**config.mk**
```make
export PLATFORM = sky130hd
export DESIGN_NAME = tl45_wb_arbiter
export DESIGN_NICKNAME = d
export VERILOG_FILES = /design/src/rtl/tl45_wb_arbiter.sv
export SDC_FILE = /design/constraint.sdc
export NUM_CORES = 1
export LEC_CHECK = 0
export BUFFER_PORTS_ARGS = -buffer_cell sky130_fd_sc_hd__buf_2
export CORE_AREA = 2 2 123 125
export DETAILED_ROUTE_END_ITERATION = 6
export DIE_AREA = 0 0 125 127
export GPL_TIMING_DRIVEN = 0
export PLACE_DENSITY_LB_ADDON = 0.1
export SYNTH_ARGS = -nofsm -noshare
export SYNTH_HDL_FRONTEND = slang
export SYNTH_SLANG_ARGS = --single-unit
export TNS_END_PERCENT = 30
```
**constraint.sdc**
```tcl
create_clock -name i_clk -period 6.2 [get_ports i_clk]
set_input_delay 0.31 -clock i_clk [delete_from_list [all_inputs] [get_ports i_clk]]
set_output_delay 0.31 -clock i_clk [all_outputs]
set_load 0.05 [all_outputs]
```
**src/rtl/tl45_wb_arbiter.sv**
```systemverilog
// Two-master pipelined Wishbone arbiter: per-cycle ownership with round-robin ties,
// combinational pass-through while granted, and a watchdog that aborts hung cycles.
module tl45_wb_arbiter #(
    parameter int AW      = 30,
    parameter int DW      = 32,
    parameter int TIMEOUT = 1023
) (
    input  logic          i_clk,
    input  logic          i_reset_n,

    input  logic          i_m0_cyc,
    input  logic          i_m0_stb,
    input  logic          i_m0_we,
    input  logic [AW-1:0] i_m0_addr,
    input  logic [DW-1:0] i_m0_data,
    input  logic [3:0]    i_m0_sel,
    output logic          o_m0_ack,
    output logic          o_m0_stall,
    output logic          o_m0_err,
    output logic [DW-1:0] o_m0_data,

    input  logic          i_m1_cyc,
    input  logic          i_m1_stb,
    input  logic          i_m1_we,
    input  logic [AW-1:0] i_m1_addr,
    input  logic [DW-1:0] i_m1_data,
    input  logic [3:0]    i_m1_sel,
    output logic          o_m1_ack,
    output logic          o_m1_stall,
    output logic          o_m1_err,
    output logic [DW-1:0] o_m1_data,

    output logic          o_wb_cyc,
    output logic          o_wb_stb,
    output logic          o_wb_we,
    output logic [AW-1:0] o_wb_addr,
    output logic [DW-1:0] o_wb_data,
    output logic [3:0]    o_wb_sel,
    input  logic          i_wb_ack,
    input  logic          i_wb_stall,
    input  logic          i_wb_err,
    input  logic [DW-1:0] i_wb_data,

    output logic [1:0]    o_grant,
    output logic          o_timeout
);

    localparam int WDW = $clog2(TIMEOUT + 1);

    typedef enum logic [1:0] {
        S_IDLE,
        S_GRANT0,
        S_GRANT1,
        S_ABORT
    } state_t;

    state_t         state_q, state_d;
    logic           last_q, last_d;
    logic [WDW-1:0] wd_q, wd_d;

    logic granted, owner, own_cyc, own_stb, other_cyc, last_cyc, wd_hit;

    always_comb begin
        granted   = (state_q == S_GRANT0) || (state_q == S_GRANT1);
        owner     = (state_q == S_GRANT1);
        own_cyc   = owner ? i_m1_cyc : i_m0_cyc;
        own_stb   = owner ? i_m1_stb : i_m0_stb;
        other_cyc = owner ? i_m0_cyc : i_m1_cyc;
        // ABORT keeps no owner of its own; last was set to the owner on entry
        last_cyc  = last_q ? i_m1_cyc : i_m0_cyc;
        wd_hit    = granted && own_cyc && (wd_q == WDW'(TIMEOUT)) && !i_wb_ack && !i_wb_err;
    end

    always_comb begin
        o_wb_cyc   = granted && own_cyc && !wd_hit;
        o_wb_stb   = o_wb_cyc && own_stb;
        o_wb_we    = 1'b0;
        o_wb_addr  = '0;
        o_wb_data  = '0;
        o_wb_sel   = '0;
        if (granted) begin
            o_wb_we   = owner ? i_m1_we   : i_m0_we;
            o_wb_addr = owner ? i_m1_addr : i_m0_addr;
            o_wb_data = owner ? i_m1_data : i_m0_data;
            o_wb_sel  = owner ? i_m1_sel  : i_m0_sel;
        end

        o_m0_stall = 1'b1;
        o_m0_ack   = 1'b0;
        o_m0_err   = 1'b0;
        o_m1_stall = 1'b1;
        o_m1_ack   = 1'b0;
        o_m1_err   = 1'b0;
        if (state_q == S_GRANT0) begin
            o_m0_stall = i_wb_stall;
            o_m0_ack   = wd_hit || (i_wb_ack && i_m0_cyc);
            o_m0_err   = wd_hit || (i_wb_err && i_m0_cyc);
        end
        if (state_q == S_GRANT1) begin
            o_m1_stall = i_wb_stall;
            o_m1_ack   = wd_hit || (i_wb_ack && i_m1_cyc);
            o_m1_err   = wd_hit || (i_wb_err && i_m1_cyc);
        end

        o_m0_data = i_wb_data;
        o_m1_data = i_wb_data;
        o_grant   = {state_q == S_GRANT1, state_q == S_GRANT0};
        o_timeout = wd_hit;
    end

    always_comb begin
        state_d = state_q;
        last_d  = last_q;
        unique case (state_q)
            S_IDLE: begin
                if (i_m0_cyc && i_m1_cyc) state_d = last_q ? S_GRANT0 : S_GRANT1;
                else if (i_m0_cyc)        state_d = S_GRANT0;
                else if (i_m1_cyc)        state_d = S_GRANT1;
            end
            S_GRANT0, S_GRANT1: begin
                if (!own_cyc) begin
                    last_d  = owner;
                    state_d = !other_cyc ? S_IDLE : (owner ? S_GRANT0 : S_GRANT1);
                end else if (wd_hit) begin
                    last_d  = owner;
                    state_d = S_ABORT;
                end
            end
            S_ABORT: begin
                if (!last_cyc) state_d = S_IDLE;
            end
            default: state_d = S_IDLE;
        endcase

        if (!granted || (state_d != state_q) || i_wb_ack || i_wb_err || (o_wb_stb && !i_wb_stall))
            wd_d = '0;
        else
            wd_d = wd_q + WDW'(1);
    end

    always_ff @(posedge i_clk or negedge i_reset_n) begin
        if (!i_reset_n) begin
            state_q <= S_IDLE;
            last_q  <= 1'b1;
            wd_q    <= '0;
        end else begin
            state_q <= state_d;
            last_q  <= last_d;
            wd_q    <= wd_d;
        end
    end

endmodule
```
==> results.toml <==
[clock_tree]
postCtsSetupRepairBufs = 0
tritoncts = "done"
clock-root-buffer = "clkbuf_16"
clockBufferDepth = 2
cts_buffers = 3
cts_sinks = 13
clk_pin_slew_worst_paths_ns = 0.04
clk_latency_ns = 0.24
htreeDepth = 1

[setup_path]
start_kind = "flip-flop"
cp_top_family = "simple AND/OR/NAND/NOR gates"
crit_fanout = 10
path_cells = "inv_1 > ha_1 > buf_6 > nor3b_4 > nand4_2 > nand2b_1 > a21boi_0 > buf_2"
cp-startpoint = "state_q[1]$_DFF_PN0_"
crit_type = "flip-flop to output pin"
arrival_ns = 2.50
critical_path_required_ns = 5.89
timing.rr.start = "state_q[1]$_DFF_PN0_"
end_kind = "output pin"
worst-path-buf-inv = 3
slowest_delay_ns = 0.49
crit_slowest_cell = "dfrtp_1"

[grt]
top_usage_layer = "met2"
gr-usage-met1_pct = 13.92
grt_max_degree = 14
grt_pass1_vias = 3035
grt_overflow = 0
antenna_found_initial = 0
grtUsageMet3_pct = 2.303
grt_use_total_pct = 12.80
grt_pass1_wl_mm = 16.24
grt_util_met2_pct = 25.96

[synth]
ys_types = 40
synth_area_per_cell_um2 = 8.121
synth_top_area_share_pct = 26.09
ys_seq_elements = 13
ys_seq_area_share_pct = 12.33
yosysWarnings = 0
synth_area_um2 = 2648
synth_top_area_cell = "mux2i_1"
synthCells = 326
synthTopCellsByArea = "mux2i_1 (26%), buf_4 (18%), nor2b_1 (17%)"
syn-num-nets = 507

[route]
ant_nets = 0
first_iter_violations = 47
via_per_inst = 3.949
drt_pre_antenna_iters = 4
wl_per_cell_um = 14.50
vias = 3151
wirelength_mm = 11.57
remaining_drc_errors = 0

[power]
vdd_drop_max_v = 0.0002537
power_density_nw_per_um2 = 601.7
power_mw = 2.637
leakage_nw = 2.407

[sta]
worstMarginPinSlew_ns = 0.4295
slew_viol_final = 0
grt_setup_unrepaired = "no"
finalCritPeriodShare_pct = 45.34
tns_ns = 0
period_minus_slack_ns = 2.811
skew_ns = 0.001596
setup_viol = 0
timing.slew.headroom_pct = 71.37
fmax_mhz = 355.7
hold_viol = 0

[layout]
num_antenna_cells = 0
final_cell_mix = "buf_2 (292), nor2b_1 (71), mux2i_1 (69)"
final.fill_count = 1600
final_nets = 796
area_delta_synth_final_pct = 65.55
drive_above_1_share_pct = 60.26
final_util_pct = 30.39
final_common_cell = "buf_2"

[placed_design]
hpwl_mm = 10.41
place.gp.congestion = 0.7668
io_buffers = 283

[floorplan]
ios = 317
rows = 44
die_x_um = 125
core_um2 = 14420
start_util_pct = 18.36
die_h_um = 127
dieArea_um2 = 15880

[outcome]
outcome = "finished clean"

[min_path]
hold_class = "primary input to asynchronous set/reset pin"

[flow_run]
maxCapViolCount = 0
[routing by layer]
metal	wire (µm)	part of all wire, %
met2	6559	57
met5	0	0
met3	717	6.2
met4	91	0.79
met1	4202	36
[worst paths after layout]
| path | to | slack (ns) | cells past startpoint |
|---|---|---|---|
| min reg2reg | wd_q[0]$_DFF_PN0_ | 0.51 | 1 |
| max reg2reg | wd_q[2]$_DFF_PN0_ | 3.86 | 8 |
| max in group asynchronous | last_q$_DFFE_PN1P_ | 5.42 | 2 |
| min in group i_clk | wd_q[0]$_DFF_PN0_ | 0.51 | 1 |
| min | wd_q[6]$_DFF_PN0_ | 0.50 | 2 |
| max | o_m0_ack | 3.39 | 8 |
[synthesized netlist by cell type (all sizes together)]
master	number
nor3b	1
buf	75
a32oi	1
and4	1
o211ai	2
a21bo	1
o2bb2ai	1
nor2b	71
nand4	2
xnor2	1
dfrtp	12
nand2	11
a21oi	1
dfstp	1
nor3	1
a21boi	5
a211oi	1
mux2	2
nand3b	1
o21ai	6
nand3	5
a211o	1
o21a	2
xor2	7
and2	2
and3	4
o2111ai	1
o31a	1
clkbuf	8
inv	4
nor2	15
ha	6
nand2b	4
mux2i	69
[sequential cells by signal, indices dropped and copies added (netlist names)]
name and count:
state_q 2, wd_q 10, last_q 1
[kinds of logic (layout without fill, tap and decap cells)]
group	count (synthesis)	count (layout)	share of synthesized area, %
flip-flops	13	13	12.33
AO/OA/AOI/OAI	23	23	6.853
AND/OR/NAND/NOR	118	118	26.09
XOR/XNOR	8	8	2.647
adder cells (fa/ha/maj)	6	6	2.835
buffers and inverters	87	375	22.31
multiplexers	71	71	26.94
[power breakdown]
part	switching (mW)	total, mW	internal, mW	leakage, nW
registers	0.0185	0.116	0.0980	0.175
clock network	0.0336	0.120	0.0865	0.0382
logic	1.73	2.40	0.672	2.19
[metrics by stage]
stage	hold slack (ns)	instances	instance area, µm²	setup WS, ns
2_1_floorplan	0.01441	326	2648	3.258
4_1_cts	0.5054	798	4383	3.342
5_1_grt	0.5265	798	4383	3.177
6_report	0.4958	798	4383	3.389
3_3_place_gp	0.2167	793	4294	3.573
3_5_place_dp	0.2191	793	4294	3.617
[area by class of cell]
type	instances	area, µm²	area share (%)
multi-input combinational	226	1730	39.48
inverter	4	15.01	0.3426
tap	184	230.2	5.253
timing repair buffer	284	1426	32.54
sequential	13	326.6	7.451
clock buffer	4	78.83	1.798
buffer	83	575.6	13.13
[what timing repair did]
item | 4_1_cts | 5_1_grt
gates resized for setup | 0 | 0
endpoints found under the hold margin | 12 | 0
hold buffers | 1 | 0
(Power assumes the default switching activity.)
